<file path="src/rtl/trap_sequencer_if.sv">
// Trap sequencer bus: pipeline trap requests, interrupt lines, CSR access
// port and pipeline control returned by the sequencer.
//   master : pipeline side (drives requests/CSR access, receives control)
//   slave  : trap_sequencer side
interface trap_sequencer_if #(
  parameter int unsigned XLEN          = 32,
  parameter int unsigned NUM_LOCAL_IRQ = 4
);
  localparam int unsigned LW = (NUM_LOCAL_IRQ == 0) ? 1 : NUM_LOCAL_IRQ;

  logic            exc_valid;
  logic [3:0]      exc_cause;
  logic [XLEN-1:0] exc_pc;
  logic [XLEN-1:0] exc_tval;
  logic [XLEN-1:0] int_pc;
  logic            int_window;
  logic            irq_mti;
  logic            irq_msi;
  logic            irq_mei;
  logic [LW-1:0]   irq_local;
  logic            mret;
  logic            csr_en;
  logic [1:0]      csr_op;
  logic [11:0]     csr_addr;
  logic [XLEN-1:0] csr_wdata;
  logic [XLEN-1:0] csr_rdata;
  logic            csr_illegal;
  logic            pipe_stall;
  logic            pipe_flush;
  logic            redirect;
  logic [XLEN-1:0] trap_target;

  modport master (
    output exc_valid, exc_cause, exc_pc, exc_tval, int_pc, int_window,
           irq_mti, irq_msi, irq_mei, irq_local, mret,
           csr_en, csr_op, csr_addr, csr_wdata,
    input  csr_rdata, csr_illegal, pipe_stall, pipe_flush, redirect, trap_target
  );

  modport slave (
    input  exc_valid, exc_cause, exc_pc, exc_tval, int_pc, int_window,
           irq_mti, irq_msi, irq_mei, irq_local, mret,
           csr_en, csr_op, csr_addr, csr_wdata,
    output csr_rdata, csr_illegal, pipe_stall, pipe_flush, redirect, trap_target
  );
endinterface

</file>
<file path="src/rtl/trap_sequencer.sv">
// M-mode trap controller: owns mstatus.MIE/MPIE, mie, mip, mtvec, mepc,
// mcause, mtval; arbitrates exceptions and interrupts, sequences the CSR
// update over IDLE->SAVE->CAUSE->REDIRECT, handles MRET, stalls/flushes the
// pipeline and redirects fetch (direct or vectored).
// Ports:
//   clk  : rising-edge clock
//   rst  : asynchronous active-low reset
//   bus  : trap_sequencer_if.slave (requests, IRQ lines, CSR port, control)
//          csr_rdata/csr_illegal are combinational; stall/flush/redirect/
//          trap_target are registered.
module trap_sequencer #(
  parameter int unsigned     XLEN          = 32,
  parameter int unsigned     NUM_LOCAL_IRQ = 4,
  parameter logic [XLEN-1:0] RESET_VEC     = '0
) (
  input  logic            clk,
  input  logic            rst,
  trap_sequencer_if.slave bus
);

  localparam int unsigned CAUSE_W = $clog2(XLEN);

  localparam logic [11:0] A_MSTATUS = 12'h300;
  localparam logic [11:0] A_MIE     = 12'h304;
  localparam logic [11:0] A_MTVEC   = 12'h305;
  localparam logic [11:0] A_MEPC    = 12'h341;
  localparam logic [11:0] A_MCAUSE  = 12'h342;
  localparam logic [11:0] A_MTVAL   = 12'h343;
  localparam logic [11:0] A_MIP     = 12'h344;

  // Implemented interrupt bits shared by mie and mip.
  function automatic logic [XLEN-1:0] irq_mask();
    logic [XLEN-1:0] m;
    m     = '0;
    m[3]  = 1'b1;
    m[7]  = 1'b1;
    m[11] = 1'b1;
    for (int i = 0; i < int'(NUM_LOCAL_IRQ); i++) m[16+i] = 1'b1;
    return m;
  endfunction
  localparam logic [XLEN-1:0] IRQ_MASK = irq_mask();

  typedef enum logic [2:0] {
    S_IDLE,
    S_SAVE,
    S_CAUSE,
    S_REDIRECT,
    S_MRET
  } state_t;

  state_t state, state_n;

  logic               st_mie, st_mpie;
  logic [XLEN-1:0]    mie_q, mip_q, mtvec_q, mepc_q, mcause_q, mtval_q;
  logic               cap_is_int;
  logic [CAUSE_W-1:0] cap_cause;
  logic [XLEN-1:0]    cap_epc, cap_tval;

  logic               stall_q, redirect_q;
  logic [XLEN-1:0]    target_q;
  logic               stall_n, redirect_n;
  logic [XLEN-1:0]    target_n;

  logic [XLEN-1:0]    mip_raw, pend;
  logic               irq_any;
  logic [CAUSE_W-1:0] irq_cause;
  logic               take_exc, take_int, take, do_mret;

  logic [XLEN-1:0]    csr_val, csr_new, mstatus_val, trap_vec;
  logic               csr_hit, csr_wr_req, csr_we;

  // Raw interrupt lines mapped onto the mip bit layout.
  always_comb begin
    mip_raw     = '0;
    mip_raw[3]  = bus.irq_msi;
    mip_raw[7]  = bus.irq_mti;
    mip_raw[11] = bus.irq_mei;
    for (int i = 0; i < int'(NUM_LOCAL_IRQ); i++) mip_raw[16+i] = bus.irq_local[i];
  end

  // Interrupt priority: later assignments win, so locals (lowest index) top.
  always_comb begin
    pend      = mip_q & mie_q;
    irq_any   = |pend;
    irq_cause = '0;
    if (pend[7])  irq_cause = CAUSE_W'(7);
    if (pend[3])  irq_cause = CAUSE_W'(3);
    if (pend[11]) irq_cause = CAUSE_W'(11);
    for (int i = int'(NUM_LOCAL_IRQ) - 1; i >= 0; i--)
      if (pend[16+i]) irq_cause = CAUSE_W'(16 + i);
  end

  assign take_exc = (state == S_IDLE) && bus.exc_valid;
  assign take_int = (state == S_IDLE) && st_mie && irq_any && bus.int_window && !bus.exc_valid;
  assign take     = take_exc || take_int;
  assign do_mret  = (state == S_IDLE) && bus.mret && !bus.exc_valid && !take_int;

  // CSR read mux and op-applied write value.
  always_comb begin
    mstatus_val    = '0;
    mstatus_val[3] = st_mie;
    mstatus_val[7] = st_mpie;
    csr_hit        = 1'b1;
    csr_val        = '0;
    unique case (bus.csr_addr)
      A_MSTATUS: csr_val = mstatus_val;
      A_MIE:     csr_val = mie_q;
      A_MTVEC:   csr_val = mtvec_q;
      A_MEPC:    csr_val = mepc_q;
      A_MCAUSE:  csr_val = mcause_q;
      A_MTVAL:   csr_val = mtval_q;
      A_MIP:     csr_val = mip_q;
      default:   csr_hit = 1'b0;
    endcase
    unique case (bus.csr_op)
      2'b01:   csr_new = bus.csr_wdata;
      2'b10:   csr_new = csr_val | bus.csr_wdata;
      2'b11:   csr_new = csr_val & ~bus.csr_wdata;
      default: csr_new = csr_val;
    endcase
  end

  // Set/clear with a zero operand is a pure read.
  assign csr_wr_req = (bus.csr_op == 2'b01) || (bus.csr_op[1] && (bus.csr_wdata != '0));
  assign csr_we     = bus.csr_en && csr_wr_req && csr_hit && (bus.csr_addr != A_MIP) &&
                      (state == S_IDLE) && !take && !do_mret;

  assign bus.csr_rdata   = bus.csr_en ? csr_val : '0;
  assign bus.csr_illegal = bus.csr_en && (!csr_hit || ((bus.csr_addr == A_MIP) && csr_wr_req));

  // Trap vector; vectored mode only offsets interrupts.
  always_comb begin
    trap_vec = {mtvec_q[XLEN-1:2], 2'b00};
    if ((mtvec_q[1:0] == 2'b01) && cap_is_int)
      trap_vec = trap_vec + (XLEN'(cap_cause) << 2);
  end

  // FSM state register.
  always_ff @(posedge clk or negedge rst) begin
    if (!rst) state <= S_IDLE;
    else      state <= state_n;
  end

  // Next state and next registered outputs.
  always_comb begin
    state_n    = state;
    stall_n    = 1'b0;
    redirect_n = 1'b0;
    target_n   = '0;
    unique case (state)
      S_IDLE: begin
        if (take)         state_n = S_SAVE;
        else if (do_mret) state_n = S_MRET;
      end
      S_SAVE:     state_n = S_CAUSE;
      S_CAUSE:    state_n = S_REDIRECT;
      S_REDIRECT: state_n = S_IDLE;
      S_MRET:     state_n = S_IDLE;
      default:    state_n = S_IDLE;
    endcase
    unique case (state_n)
      S_SAVE, S_CAUSE: stall_n = 1'b1;
      S_REDIRECT: begin
        redirect_n = 1'b1;
        target_n   = trap_vec;
      end
      S_MRET: begin
        redirect_n = 1'b1;
        target_n   = mepc_q;
      end
      default: ;
    endcase
  end

  // Registered pipeline control.
  always_ff @(posedge clk or negedge rst) begin
    if (!rst) begin
      stall_q    <= 1'b0;
      redirect_q <= 1'b0;
      target_q   <= '0;
    end else begin
      stall_q    <= stall_n;
      redirect_q <= redirect_n;
      target_q   <= target_n;
    end
  end

  assign bus.pipe_stall  = stall_q;
  assign bus.pipe_flush  = redirect_q;
  assign bus.redirect    = redirect_q;
  assign bus.trap_target = target_q;

  // Trap capture, sequenced CSR updates and software CSR writes.
  always_ff @(posedge clk or negedge rst) begin
    if (!rst) begin
      st_mie     <= 1'b0;
      st_mpie    <= 1'b0;
      mie_q      <= '0;
      mip_q      <= '0;
      mtvec_q    <= RESET_VEC;
      mepc_q     <= '0;
      mcause_q   <= '0;
      mtval_q    <= '0;
      cap_is_int <= 1'b0;
      cap_cause  <= '0;
      cap_epc    <= '0;
      cap_tval   <= '0;
    end else begin
      mip_q <= mip_raw & IRQ_MASK;
      if (take) begin
        cap_is_int <= take_int;
        cap_cause  <= take_exc ? CAUSE_W'(bus.exc_cause) : irq_cause;
        cap_epc    <= take_exc ? bus.exc_pc : bus.int_pc;
        cap_tval   <= take_exc ? bus.exc_tval : '0;
      end
      unique case (state)
        S_SAVE: begin
          mepc_q  <= cap_epc & ~XLEN'(3);
          mtval_q <= cap_tval;
        end
        S_CAUSE: begin
          mcause_q <= {cap_is_int, (XLEN-1)'(cap_cause)};
          st_mpie  <= st_mie;
          st_mie   <= 1'b0;
        end
        S_MRET: begin
          st_mie  <= st_mpie;
          st_mpie <= 1'b1;
        end
        default: ;
      endcase
      if (csr_we) begin
        unique case (bus.csr_addr)
          A_MSTATUS: begin
            st_mie  <= csr_new[3];
            st_mpie <= csr_new[7];
          end
          A_MIE:    mie_q    <= csr_new & IRQ_MASK;
          A_MTVEC:  mtvec_q  <= csr_new;
          A_MEPC:   mepc_q   <= csr_new & ~XLEN'(3);
          A_MCAUSE: mcause_q <= csr_new;
          A_MTVAL:  mtval_q  <= csr_new;
          default: ;
        endcase
      end
    end
  end

endmodule
</file>
<file path="src/flat_wrapper.sv">
// flat-port wrapper written by rule: the top's interface ports become plain ports
module trap_sequencer_flat 
#(
  parameter int unsigned     XLEN          = 32,
  parameter int unsigned     NUM_LOCAL_IRQ = 4,
  parameter logic [XLEN-1:0] RESET_VEC     = '0
)
  (clk, rst, bus_exc_valid, bus_exc_cause, bus_exc_pc, bus_exc_tval, bus_int_pc, bus_int_window, bus_irq_mti, bus_irq_msi, bus_irq_mei, bus_irq_local, bus_mret, bus_csr_en, bus_csr_op, bus_csr_addr, bus_csr_wdata, bus_csr_rdata, bus_csr_illegal, bus_pipe_stall, bus_pipe_flush, bus_redirect, bus_trap_target);
  trap_sequencer_if #(.XLEN(XLEN), .NUM_LOCAL_IRQ(NUM_LOCAL_IRQ)) bus_i ();
  input  logic clk;
  input  logic rst;
  input wire logic [$bits(bus_i.exc_valid)-1:0] bus_exc_valid;
  input wire logic [$bits(bus_i.exc_cause)-1:0] bus_exc_cause;
  input wire logic [$bits(bus_i.exc_pc)-1:0] bus_exc_pc;
  input wire logic [$bits(bus_i.exc_tval)-1:0] bus_exc_tval;
  input wire logic [$bits(bus_i.int_pc)-1:0] bus_int_pc;
  input wire logic [$bits(bus_i.int_window)-1:0] bus_int_window;
  input wire logic [$bits(bus_i.irq_mti)-1:0] bus_irq_mti;
  input wire logic [$bits(bus_i.irq_msi)-1:0] bus_irq_msi;
  input wire logic [$bits(bus_i.irq_mei)-1:0] bus_irq_mei;
  input wire logic [$bits(bus_i.irq_local)-1:0] bus_irq_local;
  input wire logic [$bits(bus_i.mret)-1:0] bus_mret;
  input wire logic [$bits(bus_i.csr_en)-1:0] bus_csr_en;
  input wire logic [$bits(bus_i.csr_op)-1:0] bus_csr_op;
  input wire logic [$bits(bus_i.csr_addr)-1:0] bus_csr_addr;
  input wire logic [$bits(bus_i.csr_wdata)-1:0] bus_csr_wdata;
  output wire logic [$bits(bus_i.csr_rdata)-1:0] bus_csr_rdata;
  output wire logic [$bits(bus_i.csr_illegal)-1:0] bus_csr_illegal;
  output wire logic [$bits(bus_i.pipe_stall)-1:0] bus_pipe_stall;
  output wire logic [$bits(bus_i.pipe_flush)-1:0] bus_pipe_flush;
  output wire logic [$bits(bus_i.redirect)-1:0] bus_redirect;
  output wire logic [$bits(bus_i.trap_target)-1:0] bus_trap_target;
  assign bus_i.exc_valid = bus_exc_valid;
  assign bus_i.exc_cause = bus_exc_cause;
  assign bus_i.exc_pc = bus_exc_pc;
  assign bus_i.exc_tval = bus_exc_tval;
  assign bus_i.int_pc = bus_int_pc;
  assign bus_i.int_window = bus_int_window;
  assign bus_i.irq_mti = bus_irq_mti;
  assign bus_i.irq_msi = bus_irq_msi;
  assign bus_i.irq_mei = bus_irq_mei;
  assign bus_i.irq_local = bus_irq_local;
  assign bus_i.mret = bus_mret;
  assign bus_i.csr_en = bus_csr_en;
  assign bus_i.csr_op = bus_csr_op;
  assign bus_i.csr_addr = bus_csr_addr;
  assign bus_i.csr_wdata = bus_csr_wdata;
  assign bus_csr_rdata = bus_i.csr_rdata;
  assign bus_csr_illegal = bus_i.csr_illegal;
  assign bus_pipe_stall = bus_i.pipe_stall;
  assign bus_pipe_flush = bus_i.pipe_flush;
  assign bus_redirect = bus_i.redirect;
  assign bus_trap_target = bus_i.trap_target;
  trap_sequencer #(.XLEN(XLEN), .NUM_LOCAL_IRQ(NUM_LOCAL_IRQ), .RESET_VEC(RESET_VEC)) u_core (.clk(clk), .rst(rst), .bus(bus_i));
endmodule
</file>
<file path="config.mk">
export PLATFORM = sky130hd
export DESIGN_NAME = trap_sequencer_flat
export DESIGN_NICKNAME = d
export VERILOG_FILES = /design/src/rtl/trap_sequencer_if.sv /design/src/rtl/trap_sequencer.sv /design/src/flat_wrapper.sv
export SDC_FILE = /design/constraint.sdc
export NUM_CORES = 1
export LEC_CHECK = 0
export ABC_AREA = 1
export BUFFER_PORTS_ARGS = -buffer_cell sky130_fd_sc_hd__buf_2
export CELL_PAD_IN_SITES_DETAIL_PLACEMENT = 1
export CELL_PAD_IN_SITES_GLOBAL_PLACEMENT = 1
export CORE_MARGIN = 2
export CORE_UTILIZATION = 35
export DETAILED_ROUTE_END_ITERATION = 10
export PLACE_DENSITY = 0.8
export RECOVER_POWER = 25
export SYNTH_ARGS = -nofsm -noshare
export SYNTH_HDL_FRONTEND = slang
export SYNTH_SLANG_ARGS = --single-unit
</file>
<file path="constraint.sdc">
create_clock -name clk -period 3.4 [get_ports clk]
set_input_delay 0.68 -clock clk [delete_from_list [all_inputs] [get_ports clk]]
set_output_delay 0.68 -clock clk [all_outputs]
set_load 0.1 [all_outputs]
</file>
==> results_dict.tcl <==
set metrics [dict create \
    grt_pass1_vias 14400 \
    cp.depth 12 \
    crit_path_start_kind "input pin" \
    syn_avg_cell_area_um2 6.98 \
    combPwrFrac_pct 33.3 \
    dp_worst_setup_slack_ns 0.107 \
    via_per_inst 5.25 \
    min_path_cells 1 \
    placed_area_um2 16300 \
    worst_path_largest_cell_delay_ns 0.25 \
    required_ns 2.72 \
    fp.dieW_um 201 \
    power.leakage_uw 0.00867 \
    grt_overflow 0 \
    final_cell_area_um2 17200 \
    area_growth_pct 26.3 \
    wl_met2_um 26500 \
    die_area_um2 40500 \
    finalCritPeriodShare_pct 96.8 \
    cts_root_buffer "clkbuf_16" \
    max_freq_ghz 0.304 \
    synth_seq_area_share_pct 45.7 \
    core_area_um2 38600 \
    drt_iter0_markers 1048 \
    maxCapViolations 1 \
    rsz0062_at_grt "no" \
    numCtsBuffers 29 \
    path_max_fanout 16 \
    power_switching_share_pct 41.3 \
    clk_pin_slew_worst_paths_ns 0.07 \
    setup_tns_ns 0 \
    grt_max_degree 68 \
    worstHoldStart "bus_irq_mei" \
    rrSetupSlack_ns 0.52 \
    power.total_uw 11500 \
    ys_types 44 \
    final.setup.worst_slack_ns 0.110 \
    io_buffers 222 \
    drive_gt1_share_pct 17.9 \
    slew_violations 66 \
    status "finished with violations" \
    gr-usage-all-layers_pct 28.8 \
    crit_top_cell "nand2_1" \
    finalWeightedCongestion 0.947 \
    internal_power_uw 6750 \
    synth_cells 1951 \
    clockBufferDepth 3 \
    syn_area_um2 13600 \
    ys_seq_elements 249 \
    pwr-share-seq_pct 39.6 \
    crit_buf_inv 5 \
    peakVddDrop_v 0.000394 \
    rows 72 \
    wirelength_um 58600 \
    slowest_stage "a21oi_4" \
    antenna_left 0 \
    cts.sinks 249 \
    tightest_slew_ns 1.89 \
    slew_headroom_pct -25.7 \
    cp_cell_sequence "buf_2 > nor2_1 > nand2_1 > nor2_4 > nand2_1 > inv_2 > buf_12 > nand2_1 > nand2_1 > inv_1 > a21oi_4 > buf_12" \
    antenna_found_initial 1 \
    fin_skew_ns 0.0213 \
    start_util_pct 35.3 \
    setup_viol_count_final 0 \
    switchingPower_uw 4750 \
    cts_tree "yes" \
    die_h_um 201 \
    wl_met1_um 26900 \
    crit_arrival_ns 2.61 \
    critPathCaptureType "output pin" \
    num_vias 14200 \
    powerDensity_nw_per_um2 668 \
    finalCriticalPeriod_ns 3.29 \
    crit_type "in -> out" \
    drtPass1Iterations 5 \
    cts_max_level 1 \
    r2r_end "u_core.mtvec_q[19]" \
    r2r_cells 12 \
    cts_setup_buffers 0 \
    synth.net_count 2116 \
    hp-class "in -> reg" \
    wire_per_inst_um 21.7 \
    dp_hpwl_um 44600 \
    num_io_pins 227 \
    drcViolationCount 0 \
    worstHoldEndpoint "u_core.mip_q[11]" \
    finalHoldViolCount 0 \
    yosysWarnings 0 \
    clk_latency_ns 0.58 \
    wl_met3_um 3850 \
    topRoutingLayerUsed "met4" \
    fin_nets 2327 \
    reg2reg_from "u_core.mie_q[18]" \
    crit_family "simple AND/OR/NAND/NOR gates" \
    p_clk_share_pct 27.1 \
    violations "max-capacitance violations, max-slew violations" \
    grt_first_pass_wirelength_um 88700 \
]
-- Yosys cell counts (all sizes together) --
cell type	instances	area, µm²
a21boi	1	7.51
a21o	1	7.51
a21oi	35	175
a221oi	1	8.76
a22o	3	26.3
a31o	1	8.76
a31oi	33	206
a41oi	8	70.1
and2	2	12.5
buf	24	125
clkbuf	70	263
clkinv	2	7.51
dfrtp	249	6230
fa	1	20.0
ha	5	62.6
inv	126	473
mux2	14	158
nand2	840	3160
nand3	113	578
nand3b	3	22.5
nand4	28	175
nor2	203	810
nor3	14	81.3
nor3b	1	7.51
nor4	1	6.26
o211ai	1	7.51
o21ai	150	751
o21bai	1	7.51
o22ai	7	43.8
o311ai	1	8.76
or2	1	6.26
xnor2	4	35.0
xor2	7	61.3
-- metal layers --
metal,track usage [%],vias to the layer above
met5,0,-
met2,46.0,457
met1,41.1,7012
li1,-,6633
met4,7.54,0
met3,4.02,74
-- cells by family (layout without fill, tap and decap cells) --
family | after synthesis | after routing | synth area share, %
buf+inv | 222 | 452 | 6.37
flops | 249 | 249 | 45.7
simple gates | 1206 | 1206 | 35.7
mux | 14 | 14 | 1.16
compound gates | 243 | 243 | 9.75
fa+ha+maj | 6 | 6 | 0.606
xor+xnor | 11 | 11 | 0.707
other cells | 0 | 1 | 0
-- cell type report --
class,count,area (µm²)
Inverter,128,480
Timing Repair Buffer,274,2170
Tap cell,518,648
Clock inverter,8,97.6
Multi-Input combinational cell,1480,6750
Clock buffer,42,825
Sequential cell,249,6230
Fill cell,4913,21300
Antenna cell,1,2.50
-- what timing repair did --
item	in CTS	in global routing
gates resized for setup	0	2
hold buffers	0	0
endpoints found under the setup margin	0	4
-- worst max-delay path by stage --
stage / startpoint / end
final: bus_csr_addr[5] / bus_csr_rdata[19]
after detailed placement: bus_csr_addr[5] / bus_csr_rdata[19]
after global routing: rst / u_core.mip_q[18]
after CTS: bus_csr_addr[5] / bus_csr_rdata[19]
after floorplan: bus_csr_addr[5] / bus_csr_rdata[23]
after global placement: bus_csr_addr[5] / bus_csr_rdata[19]
-- power groups by stage --
stage	logic [µW]	registers, µW	clock network [µW]
4_1_cts	3830	4520	3160
2_1_floorplan	2060	4720	0
6_report	3830	4560	3110
3_5_place_dp	3800	4570	0
5_1_grt	4230	4620	3270
3_3_place_gp	3640	4530	0
-- state kept, by name, summed over array words and instances, names as in the netlist, 3 cells and up --
name                    cells
u_core.mie_q                7
u_core.bus.trap_target     32
u_core.cap_cause            5
u_core.mtvec_q             32
u_core.mip_q                7
u_core.cap_tval            32
u_core.state                3
u_core.mtval_q             32
u_core.mcause_q            32
u_core.mepc_q              32
u_core.cap_epc             30
-- stage by stage --
stage	std cells	hold slack [ns]	util, %
floorplan	1951	0.384	-
CTS	2699	0.0909	44.7
detailed placement	2649	0.496	42.3
global placement	2649	0.483	42.3
finish	2700	0.207	44.6
global route	2699	0.202	44.6
-- layout by cell type, fill, tap and decap left out, drive strengths merged, types with 7 or more instances in the layout --
cell	count
nand3	113
nand2	840
xor2	7
nor2	203
a41oi	8
clkbuf	43
o22ai	7
buf	273
nor3	14
mux2	14
a21oi	35
o21ai	150
a31oi	33
inv	127
dfrtp	249
nand4	28
(Power assumes the default switching activity.)
